$ cat config.mk
export PLATFORM = sky130hd
export DESIGN_NAME = iomem_arbiter_flat
export DESIGN_NICKNAME = d
export VERILOG_FILES = /design/src/rtl/iomem_arbiter_if.sv /design/src/rtl/iomem_arbiter.sv /design/src/flat_wrapper.sv
export SDC_FILE = /design/constraint.sdc
export NUM_CORES = 1
export LEC_CHECK = 0
export CAP_MARGIN = 15
export CORE_AREA = 8 8 114 116
export DETAILED_ROUTE_END_ITERATION = 10
export DIE_AREA = 0 0 122 124
export SLEW_MARGIN = 25
export SYNTH_ARGS = -nofsm -noshare
export SYNTH_HDL_FRONTEND = slang
export SYNTH_SLANG_ARGS = --single-unit
export TNS_END_PERCENT = 50
$ cat constraint.sdc
create_clock -name clk -period 2.3 [get_ports clk]
set_clock_uncertainty 0.05 [all_clocks]
set_input_delay 0.69 -clock clk [delete_from_list [all_inputs] [get_ports clk]]
set_output_delay 0.69 -clock clk [all_outputs]
set_load 0.02 [all_outputs]
$ cat src/rtl/iomem_arbiter_if.sv
// PicoRV32-style iomem bus: valid/wstrb/addr/wdata request, ready/rdata completion.
// The master modport issues requests and the slave modport answers them.
interface iomem_arbiter_if;
  logic        valid;
  logic [3:0]  wstrb;
  logic [31:0] addr;
  logic [31:0] wdata;
  logic        ready;
  logic [31:0] rdata;

  modport master (
    output valid, wstrb, addr, wdata,
    input  ready, rdata
  );

  modport slave (
    input  valid, wstrb, addr, wdata,
    output ready, rdata
  );
endinterface

$ cat src/rtl/iomem_arbiter.sv
// Two-master round-robin arbiter onto one iomem slave port; holds the grant for one transfer.
// Optional watchdog enabled by defining IOMEM_ARB_TIMEOUT_EN.
module iomem_arbiter #(
  parameter int unsigned TIMEOUT_CYCLES = 255,
  parameter logic [31:0] ERR_DATA       = 32'hBAD0_BAD0
) (
  input  logic            clk,
  input  logic            resetn,
  iomem_arbiter_if.slave  m0,
  iomem_arbiter_if.slave  m1,
  iomem_arbiter_if.master s,
  output logic            owner,
  output logic            timeout_err
);

  typedef enum logic {StIdle = 1'b0, StBusy = 1'b1} state_e;

  state_e      r_state, w_state_d;
  logic        r_owner, w_owner_d;
  logic        r_rr_last, w_rr_last_d;
  logic        w_grant;
  logic        w_busy;
  logic        w_done;
  logic        w_timeout;
  logic [31:0] w_rdata;

`ifdef IOMEM_ARB_TIMEOUT_EN
  localparam logic [7:0] WdogLast = 8'(TIMEOUT_CYCLES - 1);

  logic [7:0] r_wdog, w_wdog_d;

  always_ff @(posedge clk) begin
    if (!resetn) begin
      r_wdog <= 8'd0;
    end else begin
      r_wdog <= w_wdog_d;
    end
  end
`else
  logic w_unused_params;
  assign w_unused_params = ^{ERR_DATA, 8'(TIMEOUT_CYCLES)};
`endif

  always_ff @(posedge clk) begin
    if (!resetn) begin
      r_state   <= StIdle;
      r_owner   <= 1'b0;
      r_rr_last <= 1'b1;
    end else begin
      r_state   <= w_state_d;
      r_owner   <= w_owner_d;
      r_rr_last <= w_rr_last_d;
    end
  end

  // A lone requester always wins; round-robin only breaks ties.
  assign w_grant = (m0.valid && m1.valid) ? ~r_rr_last : m1.valid;

  // Gating on resetn keeps an aborted transfer from completing in the reset cycle.
  assign w_busy = resetn && (r_state == StBusy);

  always_comb begin
    w_state_d   = r_state;
    w_owner_d   = r_owner;
    w_rr_last_d = r_rr_last;
    w_done      = 1'b0;
    w_timeout   = 1'b0;
    w_rdata     = s.rdata;
`ifdef IOMEM_ARB_TIMEOUT_EN
    w_wdog_d    = r_wdog;
`endif
    case (r_state)
      StIdle: begin
        if (m0.valid || m1.valid) begin
          w_state_d = StBusy;
          w_owner_d = w_grant;
`ifdef IOMEM_ARB_TIMEOUT_EN
          w_wdog_d  = 8'd0;
`endif
        end
      end
      StBusy: begin
        if (s.ready) begin
          w_done = 1'b1;
`ifdef IOMEM_ARB_TIMEOUT_EN
        end else if (r_wdog == WdogLast) begin
          w_done    = 1'b1;
          w_timeout = 1'b1;
          w_rdata   = ERR_DATA;
        end else begin
          w_wdog_d = r_wdog + 8'd1;
`endif
        end
        if (w_done) begin
          w_state_d   = StIdle;
          w_rr_last_d = r_owner;
        end
      end
      default: w_state_d = StIdle;
    endcase
  end

  always_comb begin
    s.valid     = 1'b0;
    s.wstrb     = 4'd0;
    s.addr      = 32'd0;
    s.wdata     = 32'd0;
    m0.ready    = 1'b0;
    m0.rdata    = 32'd0;
    m1.ready    = 1'b0;
    m1.rdata    = 32'd0;
    timeout_err = 1'b0;
    if (w_busy) begin
      s.valid = 1'b1;
      if (r_owner) begin
        s.wstrb = m1.wstrb;
        s.addr  = m1.addr;
        s.wdata = m1.wdata;
      end else begin
        s.wstrb = m0.wstrb;
        s.addr  = m0.addr;
        s.wdata = m0.wdata;
      end
      if (w_done) begin
        timeout_err = w_timeout;
        if (r_owner) begin
          m1.ready = 1'b1;
          m1.rdata = w_rdata;
        end else begin
          m0.ready = 1'b1;
          m0.rdata = w_rdata;
        end
      end
    end
  end

  assign owner = r_owner;

endmodule

$ cat src/flat_wrapper.sv
// flat-port wrapper written by rule: the top's interface ports become plain ports
module iomem_arbiter_flat 
#(
  parameter int unsigned TIMEOUT_CYCLES = 255,
  parameter logic [31:0] ERR_DATA       = 32'hBAD0_BAD0
)
  (clk, resetn, owner, timeout_err, m0_valid, m0_wstrb, m0_addr, m0_wdata, m0_ready, m0_rdata, m1_valid, m1_wstrb, m1_addr, m1_wdata, m1_ready, m1_rdata, s_valid, s_wstrb, s_addr, s_wdata, s_ready, s_rdata);
  iomem_arbiter_if m0_i ();
  iomem_arbiter_if m1_i ();
  iomem_arbiter_if s_i ();
  input  logic clk;
  input  logic resetn;
  output logic owner;
  output logic timeout_err;
  input wire logic [$bits(m0_i.valid)-1:0] m0_valid;
  input wire logic [$bits(m0_i.wstrb)-1:0] m0_wstrb;
  input wire logic [$bits(m0_i.addr)-1:0] m0_addr;
  input wire logic [$bits(m0_i.wdata)-1:0] m0_wdata;
  output wire logic [$bits(m0_i.ready)-1:0] m0_ready;
  output wire logic [$bits(m0_i.rdata)-1:0] m0_rdata;
  input wire logic [$bits(m1_i.valid)-1:0] m1_valid;
  input wire logic [$bits(m1_i.wstrb)-1:0] m1_wstrb;
  input wire logic [$bits(m1_i.addr)-1:0] m1_addr;
  input wire logic [$bits(m1_i.wdata)-1:0] m1_wdata;
  output wire logic [$bits(m1_i.ready)-1:0] m1_ready;
  output wire logic [$bits(m1_i.rdata)-1:0] m1_rdata;
  output wire logic [$bits(s_i.valid)-1:0] s_valid;
  output wire logic [$bits(s_i.wstrb)-1:0] s_wstrb;
  output wire logic [$bits(s_i.addr)-1:0] s_addr;
  output wire logic [$bits(s_i.wdata)-1:0] s_wdata;
  input wire logic [$bits(s_i.ready)-1:0] s_ready;
  input wire logic [$bits(s_i.rdata)-1:0] s_rdata;
  assign m0_i.valid = m0_valid;
  assign m0_i.wstrb = m0_wstrb;
  assign m0_i.addr = m0_addr;
  assign m0_i.wdata = m0_wdata;
  assign m0_ready = m0_i.ready;
  assign m0_rdata = m0_i.rdata;
  assign m1_i.valid = m1_valid;
  assign m1_i.wstrb = m1_wstrb;
  assign m1_i.addr = m1_addr;
  assign m1_i.wdata = m1_wdata;
  assign m1_ready = m1_i.ready;
  assign m1_rdata = m1_i.rdata;
  assign s_valid = s_i.valid;
  assign s_wstrb = s_i.wstrb;
  assign s_addr = s_i.addr;
  assign s_wdata = s_i.wdata;
  assign s_i.ready = s_ready;
  assign s_i.rdata = s_rdata;
  iomem_arbiter #(.TIMEOUT_CYCLES(TIMEOUT_CYCLES), .ERR_DATA(ERR_DATA)) u_core (.clk(clk), .resetn(resetn), .m0(m0_i), .m1(m1_i), .s(s_i), .owner(owner), .timeout_err(timeout_err));
endmodule
Yosys cells after proc, flatten, opt, wreduce, memory -nomap -nowiden

Cells that the tools add are included.

Bits in registers: 3
Output and inout port bits: 137
Word-level logic and storage cells: 36

Muxes and demuxes: 26
Bitwise gates (word level): 2
Reductions and logical operators: 5

Operator list:

| operator                              | number |
|---|---|
| 32-bit 2-to-1 mux                     | 10 |
| 1-bit 2-to-1 mux                      | 13 |
| 4-bit 2-to-1 mux                      | 2 |
| 2-bit AND reduction                   | 2 |
| 1-bit logical AND                     | 2 |
| 1-bit NOT                             | 2 |
| 1-bit one-hot mux with 2 select lines | 1 |
| 1-bit logical OR                      | 1 |

Longest topological paths before layout

Word-level depth: 5
Mapped depth: 5
Gate-level depth less buffers: 3

Worst setup path before layout

OpenSTA, ideal clock, no wires.

Kind: in2out
Start point: in s_ready
End point: out m0_rdata[10]
Data arrival time: 1.427 ns
Required time: 1.560 ns
Setup slack: 0.133 ns
Stages on the path: 5
Buffers on the path: 2
Cells stage by stage: and2_1 > buf_2 > buf_4 > nand2_1 > nor2_1

Word-level cells in the longest chain between the ends: 5

RTL lines:

| what                          | line                 | RTL |
|---|---|---|
| start: declaration            | flat_wrapper.sv:31   | `input wire logic [$bits(s_i.ready)-1:0] s_ready;` |
| 1-bit 2-to-1 mux              | iomem_arbiter.sv:83  | `if (s.ready) begin` |
| 1-bit 2-to-1 mux (2 in a row) | iomem_arbiter.sv:72  | `case (r_state)` |
| 32-bit 2-to-1 mux             | iomem_arbiter.sv:124 | `if (w_done) begin` |
| 32-bit 2-to-1 mux             | iomem_arbiter.sv:113 | `if (w_busy) begin` |
| end: declaration              | flat_wrapper.sv:20   | `output wire logic [$bits(m0_i.rdata)-1:0] m0_rdata;` |

No other way between the ends. The select of a mux whose other input is x is not followed.

Final worst setup path

Start point: in resetn
End point: out m1_rdata[24]

Word-level cells in the longest chain between the ends: 2

RTL lines:

| what               | line                 | RTL |
|---|---|---|
| start: declaration | flat_wrapper.sv:12   | `input logic resetn;` |
| 1-bit logical AND  | iomem_arbiter.sv:60  | `assign w_busy = resetn && (r_state == StBusy);` |
| 32-bit 2-to-1 mux  | iomem_arbiter.sv:113 |  |
| end: declaration   | flat_wrapper.sv:26   | `output wire logic [$bits(m1_i.rdata)-1:0] m1_rdata;` |

No other way between the ends.

==> impl_results.md <==
* Number of antenna violations at the first check in global routing at 1
* First-pass GRT wire length at 17.39 mm
* Worst path slowest cell: and2_4
* Post-CTS clock slew at the launch and capture registers of the worst setup and hold paths at 0.03 ns
* CP max FO at 8
* Result of the run: complete, no violations
* Hold EP: u_core.r_rr_last
* Worst-case setup margin in the final layout at 0.001126 ns
* Most frequent cell after synthesis: nor2_1
* Global placement routability congestion at 0.8053
* Grt ovf at 0
* Clock root buffer master: clkbuf_16
* Launch point of the worst reg-to-reg path: u_core.r_state
* Number of remaining DRC errors at 0
* Register area share after synthesis at 3.756%
* Cell chain of the critical path: buf_2 -> and2_4 -> buf_12 -> buf_16 -> nand2_2 -> nor2_1 -> buf_4
* Die Span Y at 124 um
* Number of flip-flops and latches in the synthesized netlist at 3
* Post-detailed-placement half-perimeter wirelength at 10.66 mm
* Post-synthesis average cell area at 5.670 um2
* TritonCTS Buffers at 3
* Leading cell types by count after synthesis: nor2_1 (134), mux2i_1 (68), nand2_1 (38), buf_2 (14), buf_4 (7)
* Area of the core at 11170 um2
* Vias per std cell at 4.196
* Final wirelength at 12.90 mm
* Final setup vio count at 0
* Worst hold path stage count at 2
* Source-to-sink clock delay at the later pin of the worst-skew pair at 0.22 ns
* Violation count after the first detailed-route iteration at 62
* Final Hold Fails at 0
* Period minus WS final at 2.299 ns
* Cell row count at 39
* Die span in x at 122 um
* Count of input and output buffers at 308
* Library cell occupying the most area in the post-synthesis netlist: mux2i_1
* Reg-to-reg setup timing slack at 1.24 ns
* Number of max-slew violations in the final report at 0
* Number of global-route vias before repair at 3117
* Share of async-settable or async-resettable flops after synthesis at 0%
* Critical Path RT at 1.56 ns
* Share of layout cells above drive strength 1 at 31.06%
* Area of the mapped netlist at 1599 um2
* Post-synth cell types at 17
* Final period utilization at 99.95%
* Primary flip-flop cell chosen by synthesis mapping: dfxtp_1
* Clock tree from TritonCTS: built
* Critical Path End Type: primary output
* Total number of vias at 3059
* Leakage power at 0.002137 uW
* Layout-stage area growth over the synthesis result at 195.1%
* Path category of the worst min-delay check: reg2reg
* Biggest area contributors in the synthesized netlist: mux2i_1 (43%), nor2_1 (31%), nand2_1 (8.9%), buf_2 (4.4%), dfxtp_1 (3.8%)
* Worst-case vdd ir drop at 0.2802 mV
* RSZ-0062 raised after global routing: yes
* GRT Resource Usage Total at 14.72%
* Final #Nets at 760
* Peak Freq at 435.0 MHz
* Final Util at 42.22%
* Antenna-violating nets left at 0
* Critical path start-end classification: in2out
* Routed WL per cell at 17.69 um
* Post-Route Setup TNS at 0 ns
* Gate Count Post-Synth at 282
* Largest stage delay on the critical path at 0.19 ns
* Sinks on the clock net at 3
* Startpoint of the worst hold path: u_core.r_rr_last
* Critical Path Start Type: input port
* Worst hold slack at 0.4481 ns
* I/O Pins at 310
* Share of the synthesized area in the top cell type at 42.57%
* Maximum number of pins on one net before global-route repair at 35
* Floorplan die area at 15130 um2
* Synthesized Nets at 455
* Power density normalized to cell area at 249.9 nW/um2
* Max H-tree Level at 1
* Worst reg2reg endpoint: u_core.r_state
* Largest buffer count on any clock path at 2
* Worst reg2reg path depth at 2
* Drt first pass iters at 4
* Initial Util at 14.31%
* Antenna diode count at 0
* Maxcap violations at 0
* Arrival time at the worst endpoint at 1.56 ns
* Number of flops mapped to enable cells by yosys at 0
* Warnings, synthesis at 0
* Worst setup timing slack at the placement stage at -0.8920 ns
how the worst max path moves through the flow:
| stage | depth (start not counted) | slack [ns] | to | startpoint |
|---|---|---|---|---|
| after floorplan | 5 | 0.13 | m0_rdata[10] | s_ready |
| after global placement | 6 | -0.93 | m0_rdata[11] | resetn |
| after detailed placement | 6 | -0.89 | m0_rdata[11] | resetn |
| after CTS | 7 | -0.11 | m0_rdata[4] | resetn |
| after global routing | 4 | -0.06 | s_addr[3] | m1_addr[3] |
| final | 7 | 0.001 | m1_rdata[24] | resetn |
through the flow:
stage                     std cells  area [um2]  total power [uW]
after CTS                       725        4686              1167
after floorplan                 282        1599             393.2
after global placement          718        4936             905.9
after detailed placement        718        4936             913.5
final                           729        4718              1179
after global routing            729        4718              1250
per-layer routing:
metal  track usage, %  vias up  wire length (um)
met4            3.855        2               206
met1            13.63     1365              4327
met3            7.978       14              1667
li1                 -     1508                 -
met5                0        -                13
met2            27.54      170              6681
worst max-delay path: cells and delay by family:
kind          cells  cell delay, ns
buf+inv           4            0.49
simple gates      3            0.36
state kept, by name, summed over array words and instances, names as in the netlist:
signal            count
u_core.r_state        1
u_core.r_rr_last      1
u_core.owner          1
report_power, final:
group	leakage [uW]	internal [uW]	switching, uW
Sequential	0.0000256	56.4	9.41
Combinational	0.00207	484	355
Clock	0.0000382	229	46.6
Total	0.00214	769	410
area by class of cell:
class / count / area, um2
Multi-Input combinational cell: 249 / 1466
Tap cell: 143 / 178.9
Sequential cell: 3 / 63.81
Clock buffer: 4 / 78.83
Inverter: 2 / 7.507
Fill cell: 1220 / 6456
Timing Repair Buffer: 328 / 2923
layout by cell type (no fill, tap or decap), types with 6 or more instances in the layout:
master,instances
clkdlybuf4s50_1,170
clkbuf_16,6
buf_2,85
nand2_1,27
nor2_1,124
buf_12,11
nor2_2,8
nand2_2,9
mux2i_1,68
buf_4,47
buf_6,6
cell families after synthesis:
logic type	share of synthesized area [%]
DFF	3.756
other	0.2345
and+or+nand+nor	42.25
muxes	42.57
AOI/OAI and AO/OA	1.408
buffers and inverters	9.782
timing repair:
| item | in CTS | in global routing |
|---|---|---|
| gates cloned | 2 | 4 |
| hold buffers | 0 | 0 |
| gates resized for setup | 523 | 98 |
| pin swaps | 2 | 11 |
| setup buffers | 1 | 1 |
| endpoints found under the setup margin | 135 | 75 |
No activity file was read; power rests on OpenSTA's default activity.
